File: config.mk
export PLATFORM = sky130hd
export DESIGN_NAME = bcd_display_driver
export DESIGN_NICKNAME = d
export VERILOG_FILES = /design/src/rtl/display_pkg.sv /design/src/rtl/seg7_encode.sv /design/src/rtl/bcd_display_driver.sv
export SDC_FILE = /design/constraint.sdc
export NUM_CORES = 1
export LEC_CHECK = 0
export CAP_MARGIN = 10
export CORE_UTILIZATION = 56
export DETAILED_ROUTE_END_ITERATION = 6
export GPL_TIMING_DRIVEN = 0
export PLACE_DENSITY = 0.79
export SETUP_SLACK_MARGIN = 0.15
export SYNTH_ARGS = -nofsm -noshare
export SYNTH_HDL_FRONTEND = slang
export SYNTH_SLANG_ARGS = --single-unit
File: constraint.sdc
create_clock -name clk -period 2.5 [get_ports clk]
set_input_delay 0.5 -clock clk [delete_from_list [all_inputs] [get_ports clk]]
set_output_delay 0.5 -clock clk [all_outputs]
set_load 0.01 [all_outputs]
File: src/rtl/display_pkg.sv
// Shared constants, FSM state type and the BCD-to-segment table for the
// 7-segment display driver. Segment bits are {g,f,e,d,c,b,a}, active-low.
package display_pkg;

  localparam logic [6:0] SEG_BLANK = 7'h7F;
  localparam logic [6:0] SEG_DASH  = 7'h3F;

  typedef enum logic [1:0] {
    IDLE,
    SHIFT,
    FINISH
  } state_t;

  function automatic logic [6:0] seg7_of(input logic [3:0] d);
    logic [6:0] pat;
    case (d)
      4'd0:    pat = 7'h40;
      4'd1:    pat = 7'h79;
      4'd2:    pat = 7'h24;
      4'd3:    pat = 7'h30;
      4'd4:    pat = 7'h19;
      4'd5:    pat = 7'h12;
      4'd6:    pat = 7'h02;
      4'd7:    pat = 7'h78;
      4'd8:    pat = 7'h00;
      4'd9:    pat = 7'h10;
      default: pat = SEG_BLANK;
    endcase
    return pat;
  endfunction

endpackage

File: src/rtl/seg7_encode.sv
// One digit of segment encoding: BCD digit to active-low pattern, or dark
// when the digit is a blanked leading zero.
module seg7_encode
  import display_pkg::*;
(
  input  logic [3:0] digit,
  input  logic       blank,
  output logic [6:0] segs
);

  assign segs = blank ? SEG_BLANK : seg7_of(digit);

endmodule

File: src/rtl/bcd_display_driver.sv
// Sequential double-dabble binary-to-BCD converter driving DIGITS active-low
// 7-segment groups, with leading-zero blanking, overflow dashes and a pending slot.
module bcd_display_driver
  import display_pkg::*;
#(
  parameter int DATA_W   = 16,
  parameter int DIGITS   = 4,
  parameter int BLANK_LZ = 1
) (
  input  logic                  clk,
  input  logic                  n_reset,
  input  logic                  load,
  input  logic [DATA_W-1:0]     value,
  output logic                  busy,
  output logic                  done,
  output logic                  ovf,
  output logic [7*DIGITS-1:0]   seg
);

  localparam int ID    = (DATA_W + 2) / 3;
  localparam int CNT_W = $clog2(DATA_W + 1);

  // Handshake: load is a single-cycle strobe that is always accepted; while
  // busy it lands in a 1-deep pending slot (newest wins). done pulses for one
  // cycle right after seg/ovf change; busy covers every cycle a conversion runs.

  state_t               state;
  logic [DATA_W-1:0]    shiftReg;
  logic [4*ID-1:0]      bcdAcc;
  logic [4*ID-1:0]      bcdAdj;
  logic [CNT_W-1:0]     cnt;
  logic                 pendValid;
  logic [DATA_W-1:0]    pendValue;
  logic [4*DIGITS-1:0]  digits;
  logic [DIGITS-1:0]    blank;
  logic [7*DIGITS-1:0]  encSeg;
  logic                 ovfNext;
  logic                 lzRun;
  logic                 restart;
  logic [DATA_W-1:0]    restartValue;

  always_comb begin
    bcdAdj = bcdAcc;
    for (int i = 0; i < ID; i++) begin
      if (bcdAcc[4*i +: 4] >= 4'd5) bcdAdj[4*i +: 4] = bcdAcc[4*i +: 4] + 4'd3;
    end
  end

  // Internal digits above the displayed range only matter for overflow.
  always_comb begin
    ovfNext = 1'b0;
    for (int i = DIGITS; i < ID; i++) begin
      if (bcdAcc[4*i +: 4] != 4'd0) ovfNext = 1'b1;
    end
  end

  for (genvar k = 0; k < DIGITS; k++) begin : gDigit
    if (k < ID) begin : gReal
      assign digits[4*k +: 4] = bcdAcc[4*k +: 4];
    end else begin : gZero
      assign digits[4*k +: 4] = 4'd0;
    end
    seg7_encode uEnc (
      .digit (digits[4*k +: 4]),
      .blank (blank[k]),
      .segs  (encSeg[7*k +: 7])
    );
  end

  // A digit is blanked when it and every digit above it are zero.
  always_comb begin
    blank = '0;
    lzRun = 1'b1;
    for (int k = DIGITS - 1; k >= 1; k--) begin
      lzRun    = lzRun && (digits[4*k +: 4] == 4'd0);
      blank[k] = (BLANK_LZ != 0) && lzRun;
    end
  end

  assign restart      = pendValid || load;
  assign restartValue = load ? value : pendValue;

  always_ff @(posedge clk or negedge n_reset) begin
    if (!n_reset) begin
      state     <= IDLE;
      busy      <= 1'b0;
      done      <= 1'b0;
      ovf       <= 1'b0;
      seg       <= '1;
      pendValid <= 1'b0;
      pendValue <= '0;
      shiftReg  <= '0;
      bcdAcc    <= '0;
      cnt       <= '0;
    end else begin
      done <= 1'b0;
      case (state)
        IDLE: begin
          if (load) begin
            shiftReg <= value;
            bcdAcc   <= '0;
            cnt      <= '0;
            busy     <= 1'b1;
            state    <= SHIFT;
          end
        end
        SHIFT: begin
          {bcdAcc, shiftReg} <= {bcdAdj, shiftReg} << 1;
          cnt <= cnt + 1'b1;
          if (cnt == CNT_W'(DATA_W - 1)) state <= FINISH;
          if (load) begin
            pendValid <= 1'b1;
            pendValue <= value;
          end
        end
        FINISH: begin
          ovf  <= ovfNext;
          seg  <= ovfNext ? {DIGITS{SEG_DASH}} : encSeg;
          done <= 1'b1;
          if (restart) begin
            shiftReg  <= restartValue;
            bcdAcc    <= '0;
            cnt       <= '0;
            pendValid <= 1'b0;
            state     <= SHIFT;
          end else begin
            busy  <= 1'b0;
            state <= IDLE;
          end
        end
        default: state <= IDLE;
      endcase
    end
  end

endmodule

==> metrics.yaml <==
sta:
  fin_hold_ws_ns: 0.0382
  drv_slew: 0
  worstMarginPinSlew_ns: 0.632
  fmax_ghz: 0.465
  clock_skew_ns: 0.0129
  setup-violations-final: 0
  report.final.hold_viol_count: 0
  timing.max_slew.rel_slack_pct: 57.8
  rsz_0062_raised_after_global_routing: "no"
  post-route-period-util_pct: 86.0
  finalCriticalPeriod_ns: 2.15
clock_tree:
  clkSinkCount: 95
  clock_insertion_delay_worst_skew_ns: 0.36
  cts-root-to-sink-buffers: 2
  clkSlewWorstSetupHoldPaths_ns: 0.09
  cts-buffers-inserted: 9
  cts-htree-levels: 3
  clock_tree_from_tritoncts: "built"
  clock-root-buffer: "sky130_fd_sc_hd__clkbuf_8"
  cts-hold-fix-buffers: 0
logic_synthesis:
  synth_most_common_cell: "sky130_fd_sc_hd__dfrtp_1"
  net_count_after_synthesis: 556
  ys_warn_count: 0
  synth_edf_count: 0
  yosysSeqAreaShare_pct: 47.9
  post-synth-top-area-cell: "sky130_fd_sc_hd__dfrtp_1"
  synth_cells: 506
  synth.top_cells.by_area: "sky130_fd_sc_hd__dfrtp_1 (33%), sky130_fd_sc_hd__dfstp_2 (15%), sky130_fd_sc_hd__ha_1 (7.7%)"
  mappedNetlistArea_um2: 5040
  synth_top_cells_by_count: "sky130_fd_sc_hd__dfrtp_1 (67), sky130_fd_sc_hd__nand2_1 (59), sky130_fd_sc_hd__o21ai_0 (45), sky130_fd_sc_hd__a21oi_1 (31), sky130_fd_sc_hd__ha_1 (31)"
  post_synth_num_cell_types: 54
  yosys.area.top_type_share_pct: 33.3
  syn_area_per_cell_um2: 9.96
  synthArstFlopShare_pct: 100
  synth-seq-cells: 95
  dominantRegCellSynth: "sky130_fd_sc_hd__dfrtp_1"
floorplanning:
  fp.dieW_um: 96.9
  dieHeight_um: 96.9
  initial_utilization_pct: 57.8
  floorplan.die_area_um2: 9390
  core.rowCount: 34
  ios: 50
  core_region_area_um2: 8720
detailed_routing:
  detailedRoute.firstPassIterationCount: 7
  dr.first_iter.drc_count: 251
  dr_total_vias: 4108
  route.final.wire_length_um: 11400
  ant_nets: 0
  detail_routed_net_length_per_standard_cell_um: 16.8
  drc_errors_left: 1
  detail_route.vias_per_cell: 6.02
setup_path:
  crit_family: "buffers and inverters"
  critical_path_arrival_ns: 2.36
  critPathCaptureType: "flop"
  ff2ff_path_depth: 10
  setup.worst_path.class: "flop to flop"
  worst_path_largest_cell_delay_ns: 0.40
  crit_path_start_kind: "flop"
  crit_end: "shiftReg[13]"
  timing.rr.end: "shiftReg[13]"
  critPathMaxFanout: 10
  regToRegStartpoint: "state[0]"
  timing.critical_path.depth: 10
  regToRegSetupSlack_ns: 0.35
  cp-startpoint: "state[0]"
  worst-path-buf-inv: 5
  cells_traversed_along_the_worst_timing_path: "inv_1 -> ha_1 -> buf_6 -> nor3b_1 -> or3_1 -> buf_2 -> buf_6 -> buf_2 -> nand2_1 -> o21ai_0"
  cp_slowest_cell: "sky130_fd_sc_hd__dfrtp_1"
  timing.critical_path.required_ns: 2.71
grt:
  antenna_violations_before_repair: 0
  grt_pass1_wl_um: 19000
  grt_use_total_pct: 24.7
  maximum_number_of_pins_on_one_net_before_global_route_repair: 72
  grt_pass1_vias: 4061
  grt_remaining_overflow: 0
power_and_ir_drop:
  fin_total_pwr_mw: 5.57
  swShare_pct: 33.6
  share_clk_of_total_power_pct: 20.1
  cell_internal_pwr_mw: 3.70
  power.share.combinational_pct: 38.4
  share_seq_of_total_power_pct: 41.5
  vdd_ir_drop_max_v: 0.000371
  power_density_nw_per_um2: 938
  cellLeakagePower_nw: 2.52
  netSwitchingPower_mw: 1.87
run_status:
  outcome: "complete, but fails checks"
  violated_checks: "design-rule violations"
final_layout:
  design.final.nets: 619
  fin_cells: 682
  area_growth_pct: 17.8
  final_layout_size_suffix_gt1_share_pct: 15.5
  antenna_cells_inserted: 0
placement:
  place.port_buffers: 49
  hpwlAfterDp_um: 8310
  placed_instances: 664
  routability_cong: 0.909
job:
  max_cap_viol_count: 0
min_path:
  hold_path_class: "input port to asynchronous set/reset pin"
[registers in the layout (all words and copies together), names as in the netlist]
| register | flops |
|---|---|
| bcdAcc | 24 |
| busy | 1 |
| cnt | 5 |
| done | 1 |
| ovf | 1 |
| pendValid | 1 |
| pendValue | 16 |
| seg | 28 |
| shiftReg | 16 |
| state | 2 |
[power by group through the flow]
stage,Combinational [mW],Clock (mW),Sequential [mW]
after floorplan,1.25,0,2.39
after global placement,2.07,0,2.32
after detailed placement,2.14,0,2.34
after CTS,2.15,1.13,2.31
after global routing,2.36,1.19,2.36
final,2.14,1.12,2.31
[placed cells by master, fill, tap and decap left out, drive strengths merged, types with 2 or more instances in the layout]
| cell | n |
|---|---|
| dfrtp | 67 |
| nand2 | 59 |
| clkdlybuf4s50 | 48 |
| o21ai | 45 |
| a21oi | 31 |
| ha | 31 |
| inv | 29 |
| clkbuf | 29 |
| dfstp | 28 |
| nor2 | 27 |
| mux2 | 22 |
| o22ai | 18 |
| buf | 16 |
| o22a | 14 |
| a222oi | 14 |
| nand2b | 8 |
| nor3 | 8 |
| and2 | 7 |
| nor3b | 6 |
| o31ai | 6 |
| nor2b | 5 |
| xnor2 | 5 |
| nand3 | 5 |
| and3 | 4 |
| a21o | 3 |
| a22o | 3 |
| o211ai | 3 |
| a22oi | 2 |
| clkinvlp | 2 |
| a31oi | 2 |
| o21bai | 2 |
| nand4b | 2 |
| a211o | 2 |
| nand3b | 2 |
| or2 | 2 |
[final cells by class]
cell class	count	area, µm²
plain buffers	29	140
clock buffers	12	176
clock inverters	4	48.8
fillers	726	2780
inverters	29	113
multi-input cells	353	2380
flip-flops and latches	95	2410
well taps	108	135
repair buffers	52	531
[through the flow]
step	utilization [%]	setup slack, ns	instance area [µm²]	TNS [ns]
floorplan	-	0.568	5040	0
global placement	65.0	-2.51	5670	-206.62
detailed placement	65.3	0.0802	5690	0
CTS	67.8	0.158	5920	0
global route	68.1	0.198	5940	0
finish	68.1	0.351	5940	0
[kinds of logic (layout without fill, tap and decap cells)]
group,after synthesis,count (layout),synth area share [%]
buf+inv,58,126,4.91
simple gates,140,140,13.5
mux,23,23,5.11
compound gates,154,154,20.1
xor+xnor,5,5,0.869
flops,95,95,47.9
fa+ha+maj,31,31,7.69
[repair_timing]
| item | 4_1_cts | 5_1_grt |
|---|---|---|
| resized for setup | 0 | 3 |
| endpoints found under the setup margin | 0 | 12 |
| setup buffers | 0 | 2 |
[worst min-delay path by stage]
stage,start,to,slack [ns],cells past startpoint
global route,n_reset,ovf,0.06,1
CTS,n_reset,ovf,0.04,1
global placement,cnt[4],cnt[4],0.46,2
finish,n_reset,bcdAcc[11],0.04,1
detailed placement,n_reset,bcdAcc[11],0.43,1
floorplan,n_reset,bcdAcc[0],0.20,0
[metal layers]
metal  vias to the layer above  wire length (µm)  track usage, %
met4                         0               179            8.27
met3                        18               407            2.67
li1                       1944                 -               -
met5                         -                 0               0
met1                      2048              4900            31.0
met2                        98              5940            44.5
Note: power is estimated with default switching activity, not from simulation.
